--- src/rtl/imem_loader_pkg.sv ---
// Shared types and sizes for the instruction-memory loader.
// No logic; state encoding and memory geometry only.
// Imported by imem_loader and imem_byte_packer.
package imem_loader_pkg;

    localparam int IMEM_DEPTH     = 71;
    localparam int IMEM_ADDR_W    = 7;
    localparam int BYTES_PER_WORD = 4;

    typedef enum logic [2:0] {
        IDLE  = 3'd0,
        HDR   = 3'd1,
        DATA  = 3'd2,
        WRITE = 3'd3,
        CHK   = 3'd4,
        DONE  = 3'd5,
        ERR   = 3'd6
    } loader_state_t;

endpackage

--- src/rtl/imem_byte_packer.sv ---
// Assembles four stream bytes into one 32-bit word, first byte in the MSBs.
// Latency: word_o reflects a shifted byte the cycle after shift_i; word_full_o is combinational.
// Backpressure: none of its own; the caller only shifts on an accepted transfer.
module imem_byte_packer
    import imem_loader_pkg::*;
(
    input  logic        clk,
    input  logic        rst_n,
    input  logic        shift_i,
    input  logic        clear_i,
    input  logic [7:0]  byte_i,
    output logic [31:0] word_o,
    output logic        word_full_o
);

    localparam logic [1:0] LAST_BYTE = 2'(BYTES_PER_WORD - 1);

    logic [31:0] word_q;
    logic [1:0]  cnt_q;

    // Shift register and byte counter; the counter wraps to 0 after the 4th byte.
    always_ff @(posedge clk or negedge rst_n) begin
        if (!rst_n) begin
            word_q <= 32'd0;
            cnt_q  <= 2'd0;
        end else if (clear_i) begin
            word_q <= 32'd0;
            cnt_q  <= 2'd0;
        end else if (shift_i) begin
            word_q <= {word_q[23:0], byte_i};
            cnt_q  <= cnt_q + 2'd1;
        end
    end

    assign word_o      = word_q;
    // High while the byte completing the current word is being shifted in.
    assign word_full_o = shift_i & (cnt_q == LAST_BYTE);

endmodule

--- src/rtl/imem_loader.sv ---
// Loads the instruction memory from a byte stream (count header, then MSB-first words) and holds the CPU meanwhile.
// Latency: wr_en asserts the cycle after the 4th byte of a word is accepted; one WRITE cycle per word.
// Backpressure: in_ready only in HDR/DATA/CHK; in_valid low stalls forever. Optional IMEM_LOADER_CHECKSUM_EN adds an XOR checksum byte.
module imem_loader
    import imem_loader_pkg::*;
#(
    parameter int DEPTH  = IMEM_DEPTH,
    parameter int ADDR_W = IMEM_ADDR_W
) (
    input  logic              clk,
    input  logic              rst_n,
    input  logic              start,
    input  logic              in_valid,
    input  logic [7:0]        in_data,
    output logic              in_ready,
    output logic              wr_en,
    output logic [ADDR_W-1:0] wr_addr,
    output logic [31:0]       wr_data,
    output logic              cpu_hold,
    output logic              done,
    output logic              err
);

    localparam logic [7:0] DEPTH_B = 8'(DEPTH);

    loader_state_t     state_q, state_d;
    logic [ADDR_W-1:0] idx_q, idx_d;
    logic [7:0]        n_q, n_d;
    logic [31:0]       wr_data_q, wr_data_d;
`ifdef IMEM_LOADER_CHECKSUM_EN
    logic [7:0]        csum_q, csum_d;
`endif

    logic        xfer;
    logic        last_word;
    logic        pk_shift;
    logic        pk_clear;
    logic [31:0] pk_word;
    logic        pk_full;

    imem_byte_packer u_packer (
        .clk         (clk),
        .rst_n       (rst_n),
        .shift_i     (pk_shift),
        .clear_i     (pk_clear),
        .byte_i      (in_data),
        .word_o      (pk_word),
        .word_full_o (pk_full)
    );

    assign in_ready  = (state_q == HDR) || (state_q == DATA) || (state_q == CHK);
    assign xfer      = in_valid & in_ready;
    assign last_word = (idx_q == ADDR_W'(n_q - 8'd1));

    assign wr_en    = (state_q == WRITE);
    assign wr_addr  = idx_q;
    // The packer holds the complete word during WRITE; afterwards the captured copy is shown.
    assign wr_data  = (state_q == WRITE) ? pk_word : wr_data_q;
    // ERR keeps the CPU held so a partial image never runs.
    assign cpu_hold = (state_q != IDLE) && (state_q != DONE);
    assign done     = (state_q == DONE);
    assign err      = (state_q == ERR);

    // State, word index, header count and last-written-word registers.
    always_ff @(posedge clk or negedge rst_n) begin
        if (!rst_n) begin
            state_q   <= IDLE;
            idx_q     <= '0;
            n_q       <= 8'd0;
            wr_data_q <= 32'd0;
        end else begin
            state_q   <= state_d;
            idx_q     <= idx_d;
            n_q       <= n_d;
            wr_data_q <= wr_data_d;
        end
    end

`ifdef IMEM_LOADER_CHECKSUM_EN
    // Running XOR of header and data bytes.
    always_ff @(posedge clk or negedge rst_n) begin
        if (!rst_n) begin
            csum_q <= 8'd0;
        end else begin
            csum_q <= csum_d;
        end
    end
`endif

    // Next-state logic: header check, byte collection, one-cycle write, optional checksum.
    always_comb begin
        state_d   = state_q;
        idx_d     = idx_q;
        n_d       = n_q;
        wr_data_d = wr_data_q;
        pk_shift  = 1'b0;
        pk_clear  = 1'b0;
`ifdef IMEM_LOADER_CHECKSUM_EN
        csum_d    = csum_q;
`endif
        case (state_q)
            IDLE, DONE, ERR: begin
                if (start) begin
                    state_d  = HDR;
                    idx_d    = '0;
                    pk_clear = 1'b1;
`ifdef IMEM_LOADER_CHECKSUM_EN
                    csum_d   = 8'd0;
`endif
                end
            end
            HDR: begin
                if (xfer) begin
`ifdef IMEM_LOADER_CHECKSUM_EN
                    csum_d = csum_q ^ in_data;
`endif
                    if ((in_data == 8'd0) || (in_data > DEPTH_B)) begin
                        state_d = ERR;
                    end else begin
                        n_d     = in_data;
                        state_d = DATA;
                    end
                end
            end
            DATA: begin
                if (xfer) begin
                    pk_shift = 1'b1;
`ifdef IMEM_LOADER_CHECKSUM_EN
                    csum_d   = csum_q ^ in_data;
`endif
                    if (pk_full) begin
                        state_d = WRITE;
                    end
                end
            end
            WRITE: begin
                wr_data_d = pk_word;
                if (last_word) begin
`ifdef IMEM_LOADER_CHECKSUM_EN
                    state_d = CHK;
`else
                    state_d = DONE;
`endif
                end else begin
                    idx_d   = idx_q + ADDR_W'(1);
                    state_d = DATA;
                end
            end
            CHK: begin
`ifdef IMEM_LOADER_CHECKSUM_EN
                if (xfer) begin
                    state_d = (in_data == csum_q) ? DONE : ERR;
                end
`else
                state_d = ERR;
`endif
            end
            default: state_d = IDLE;
        endcase
    end

endmodule

--- config.mk ---
export PLATFORM = sky130hd
export DESIGN_NAME = imem_loader
export DESIGN_NICKNAME = d
export VERILOG_FILES = /design/src/rtl/imem_loader_pkg.sv /design/src/rtl/imem_byte_packer.sv /design/src/rtl/imem_loader.sv
export SDC_FILE = /design/constraint.sdc
export NUM_CORES = 1
export LEC_CHECK = 0
export BUFFER_PORTS_ARGS = -buffer_cell sky130_fd_sc_hd__buf_2
export CORE_MARGIN = 8
export CORE_UTILIZATION = 44
export DETAILED_ROUTE_END_ITERATION = 8
export GPL_ROUTABILITY_DRIVEN = 0
export HOLD_SLACK_MARGIN = 0.1
export SYNTH_ARGS = -nofsm -noshare
export SYNTH_HDL_FRONTEND = slang
export SYNTH_SLANG_ARGS = --single-unit
export TNS_END_PERCENT = 100
--- constraint.sdc ---
create_clock -name clk -period 2.6 [get_ports clk]
set_input_delay 0.39 -clock clk [delete_from_list [all_inputs] [get_ports clk]]
set_output_delay 0.39 -clock clk [all_outputs]
set_load 0.005 [all_outputs]
Yosys cells after proc, flatten, opt, wreduce, memory -nomap -nowiden
Cells that the tools add are included.
{"block": "totals", "ff_bits": 83, "input_bits": 12, "out_inout_bits": 44}
{"block": "classes", "n_eq_ne": 14, "n_mux": 19, "n_reduce_logical": 13, "magnitude_cmp": 1, "add_sub_neg": 3, "bitwise": 3}
{"cell": "32-bit 2-to-1 mux", "n": 3}
{"cell": "3-bit 2-to-1 mux", "n": 6}
{"cell": "3-bit one-hot mux with 5 select lines", "n": 1}
{"cell": "7-bit 2-to-1 mux", "n": 2}
{"cell": "7-bit one-hot mux with 2 select lines", "n": 1}
{"cell": "2-bit inequality test (second input constant)", "n": 5}
{"cell": "3-bit equality test (second input constant)", "n": 3}
{"cell": "8-bit by 7-bit > comparator with 1-bit output (second input constant)", "n": 1}
{"cell": "8-bit zero test", "n": 1}
{"cell": "7-bit by 1-bit adder with 7-bit output (second input constant)", "n": 1}
{"cell": "7-bit equality test", "n": 1}
{"cell": "7-bit by 1-bit subtractor with 7-bit output (second input constant)", "n": 1}
{"cell": "3-bit by 2-bit equality test with 1-bit output (second input constant)", "n": 2}
{"cell": "3-bit AND reduction", "n": 2}
{"cell": "1-bit 2-to-1 mux", "n": 4}
{"cell": "2-bit 2-to-1 mux", "n": 2}
{"cell": "4-bit AND reduction", "n": 1}
{"cell": "2-bit nonzero test", "n": 2}
{"cell": "3-bit by 1-bit equality test with 1-bit output (second input constant)", "n": 1}
{"cell": "3-bit zero test", "n": 1}
{"cell": "1-bit logical OR", "n": 3}
{"cell": "3-bit inequality test (second input constant)", "n": 1}
{"cell": "3-bit nonzero test", "n": 1}
{"cell": "3-bit OR reduction", "n": 1}
{"cell": "other kinds (5)", "n": 6}

Logic depth before layout (Yosys ltp)
{"block": "depth", "depth_word": 10, "ltp_mapped": 8, "depth_no_buf": 8}

Modules after synthesis
From an unflattened synthesis, not the netlist that was laid out.
{"block": "hier_totals", "cells_unflattened": 310, "hier_area_um2": 3809.9}
{"module": "imem_loader", "seq_area_each_um2": 1226.2, "cells_per_inst": 198, "n_inst": 1, "area_each_um2": 2382.3}
{"module": "imem_byte_packer", "seq_area_each_um2": 850.8, "cells_per_inst": 112, "n_inst": 1, "area_each_um2": 1427.6}

Worst setup path before layout
Ideal clock, no wire load.
{"block": "synth_timing", "kind": "register to register", "startpoint": "register n_q[0]", "endpoint": "register idx_q[1] (netlist: wr_addr[1])", "period_less_slack_ps": 2322, "t_required_ps": 2473, "arrival_time_ps": 2194, "path_slack_ps": 278, "path_stages_with_launch": 7, "cell_sequence": "dfrtp_1 > or3_4 > o31a_1 > or4_4 > a21o_4 > nand2_2 > mux2_1"}
{"block": "synth_via", "elab_chain_cells": 4}
{"item": "start: declaration", "line_no": "imem_loader.sv:28", "rtl": "logic [7:0] n_q, n_d;"}
{"item": "start signal: assignment", "line_no": "imem_loader.sv:74", "rtl": "n_q <= n_d;"}
{"item": "7-bit by 1-bit subtractor with 7-bit output", "line_no": "imem_loader.sv:53", "rtl": "assign last_word = (idx_q == ADDR_W'(n_q - 8'd1));"}
{"item": "7-bit equality test", "line_no": "imem_loader.sv:53"}
{"item": "2-bit inequality test (no line)"}
{"item": "3-bit AND reduction (no line)"}
{"item": "end signal: assignment", "line_no": "imem_loader.sv:73", "rtl": "idx_q <= idx_d;"}
{"item": "end: declaration", "line_no": "imem_loader.sv:27", "rtl": "logic [ADDR_W-1:0] idx_q, idx_d;"}
Every way passes these cells.
A chain may end at the register's enable or synchronous reset.

Worst setup path after layout
Same ends and word-level chain as after synthesis.

==> flow_summary.json <==
{
  "status": "finished, final reports clean",
  "overflow": 0,
  "r2r_slack_ps": 180,
  "start_util": 0.451,
  "slowest_delay_ps": 530,
  "crit_path_end_kind": "flip-flop",
  "fillers": 773,
  "fin_nets": 478,
  "placed_cells": 556,
  "synth_top_area_frac": 0.560,
  "holdPathEnd": "u_packer.word_o[7]",
  "synth_seq_cells": 83,
  "synth_compound_area_frac": 0.100,
  "synth_warnings": 0,
  "setup_ws_ps": 184,
  "muxShareOfSynthArea": 0.0270,
  "route.detailed.drc": 0,
  "synthAdderAreaFrac": 0.0101,
  "fmax_mhz": 414,
  "grt_pass1_wl_um": 14600,
  "cts.sinks": 83,
  "rsz0062_at_grt": "false",
  "critPathKind": "flip-flop to flip-flop",
  "io_buffer_count": 55,
  "diodes": 0,
  "yosys.area.top_type": "dfrtp_1",
  "grt_usage": 0.156,
  "slowest_stage": "or4_4",
  "antenna_found_initial": 0,
  "drt_iter0_markers": 155,
  "finalSetupTns_ps": 0,
  "viasPerCell": 5.19,
  "grt_max_degree": 48,
  "cp_max_fo": 6,
  "core_mm2": 0.00822,
  "r2r-end": "wr_addr[1]",
  "finalCriticalPeriod_ps": 2420,
  "num_vias": 2976,
  "holdPathStages": 3,
  "leakagePower_nw": 2.19,
  "final_util": 0.528,
  "max-vdd-ir-drop_v": 0.000599,
  "clk_pin_slew_worst_paths_ps": 80,
  "synthXorXnorAreaFrac": 0.0212,
  "cts_buffer_depth": 2,
  "final.period_utilization": 0.929,
  "ys.flop_type": "dfrtp_1",
  "wl_um": 8600,
  "final_area_mm2": 0.00434,
  "clk_latency_ps": 350,
  "r2r-start": "n_q[0]",
  "synth_edf_count": 0,
  "synth_seq_area_share": 0.560,
  "min_path_type": "input pin to flip-flop",
  "num_io_pins": 56,
  "fp.dieArea_mm2": 0.0116,
  "stdcell_count": 573,
  "syn_avg_cell_area_um2": 9.05,
  "drive_gt1_frac": 0.212,
  "dp_slack_ps": 190,
  "rows": 33,
  "async_flop_share": 1.00,
  "area_delta_synth_final_pct": 16.9,
  "dp_hpwl_um": 5870,
  "cts_setup_buffers": 0,
  "fp.dieW_um": 108,
  "routedWlPerCell_um": 15.0,
  "setup_viol": 0,
  "die_h_um": 108,
  "cp-start-kind": "flip-flop",
  "ff2ff_path_depth": 6,
  "tightest_slew_ps": 626,
  "crit_required_ps": 2840,
  "ys_types": 49,
  "worstHoldStart": "in_data[7]",
  "fin_skew_ps": 6.69,
  "synthCells": 410,
  "grt_pass1_vias": 2967,
  "syn_nets": 425,
  "crit_arrival_ps": 2650,
  "max-slew-margin-rel": 0.583,
  "first_pass_iters": 4,
  "cts-root-buf": "clkbuf_8",
  "cellPowerDensity_mw_per_mm2": 1240,
  "synth_top_family_by_area": "simple AND/OR/NAND/NOR gates",
  "postPlaceCellArea_mm2": 0.00413,
  "cts_tree": "built",
  "drv_cap": 0,
  "syn_area_mm2": 0.00371,
  "hold_violations": 0,
  "ant_nets": 0,
  "worstPathCellList": "or3_4 -> o31a_1 -> or4_4 -> a21o_4 -> nand2_2 -> mux2_1",
  "yosys-top-cells-area": "dfrtp_1 56%, nand2_1 17%, a21oi_1 5.3%",
  "numCtsBuffers": 9,
  "synth-simple-area-share": 0.252,
  "slew_viol_final": 0,
  "htree_levels": 3
}
==> cell usage after synthesis (3+ instances only) <==
cell type	count
dfrtp_1	83
inv_1	5
clkbuf_1	15
xnor2_1	6
or3_1	5
nand3b_1	3
a21oi_1	39
nand4_1	6
buf_1	6
nand2_1	168
nor2_1	9
o21ai_0	6
mux2_2	7
xor2_1	3
a21o_1	3
ha_1	3
nor2b_1	4
nand3_1	3
==> worst max-delay path: cells and delay by family (launching register included) <==
kind,cells,cell delay (ps)
AOI/OAI and AO/OA,2,530
and+or+nand+nor,3,1040
muxes,1,320
DFF,1,420
==> report_power, final <==
group | switching [mW] | internal, mW
Sequential | 0.382 | 1.77
Clock | 0.453 | 0.456
Combinational | 1.33 | 0.989
==> registers in the layout, indices dropped and copies added, names as in the netlist <==
| signal | count |
|---|---|
| n_q | 7 |
| state_q | 3 |
| u_packer.cnt_q | 2 |
| u_packer.word_o | 32 |
| wr_addr | 7 |
| wr_data_q | 32 |
==> worst max path at each step <==
stage	startpoint	to	slack (ps)	depth (start not counted)
after floorplan	n_q[0]	wr_addr[1]	280	6
after global placement	n_q[2]	wr_addr[1]	250	6
after detailed placement	n_q[0]	wr_addr[1]	190	6
after CTS	state_q[1]	wr_data[14]	80	7
after global routing	state_q[0]	wr_data[6]	60	7
final	n_q[0]	wr_addr[1]	180	6
==> cell families after synthesis <==
family | count (synthesis)
buffers and inverters | 29
and+or+nand+nor | 215
muxes | 9
adders and majority gates | 3
DFF | 83
AOI/OAI and AO/OA | 62
xor gates and xnor gates | 9
==> cells in the final DEF, fill, tap and decap left out, types with 2 or more instances in the layout <==
cell / Yosys / routed
a21o_1: 3 / 3
a21oi_1: 39 / 39
buf_12: 0 / 2
buf_2: 1 / 54
buf_4: 0 / 7
clkbuf_8: 0 / 13
dfrtp_1: 83 / 82
ha_1: 3 / 3
inv_1: 5 / 5
mux2_2: 7 / 7
nand2_1: 168 / 168
nand3_1: 3 / 3
nand3b_1: 3 / 3
nand4_1: 6 / 6
nor2_1: 9 / 9
nor2b_1: 4 / 4
o211ai_1: 2 / 2
o21a_1: 2 / 2
o21ai_0: 6 / 6
o31a_1: 2 / 2
or2_2: 2 / 2
or3_1: 5 / 5
xnor2_1: 6 / 6
xor2_1: 3 / 3
==> layout make-up <==
class                           count  area [um2]  share of cell area
Inverter                            7        26.3             0.00606
Clock inverter                      2        16.3             0.00375
Clock buffer                       14         183              0.0421
Multi-Input combinational cell    298        1530               0.352
Timing Repair Buffer               64         373              0.0860
Sequential cell                    83        2080               0.479
Tap cell                          105         131              0.0303
==> metrics by stage <==
step | hold WS [ps] | power (mW)
floorplan | 94.4 | 3.62
detailed placement | 450 | 4.53
global route | 286 | 5.83
CTS | 271 | 5.46
global placement | 448 | 4.46
finish | 294 | 5.38
==> per-layer routing <==
layer | part of all wire | track usage | vias up
met5 | 0 | 0 | -
met4 | 0.016 | 0.0694 | 0
met3 | 0.052 | 0.0371 | 12
met2 | 0.46 | 0.232 | 80
met1 | 0.48 | 0.211 | 1427
li1 | - | - | 1457
==> repair_timing <==
item	4_1_cts	5_1_grt
endpoints found under the hold margin	46	0
setup endpoints to repair	0	13
hold buffers	1	0
resized for setup	0	1
Note: power is estimated with default switching activity, not from simulation.
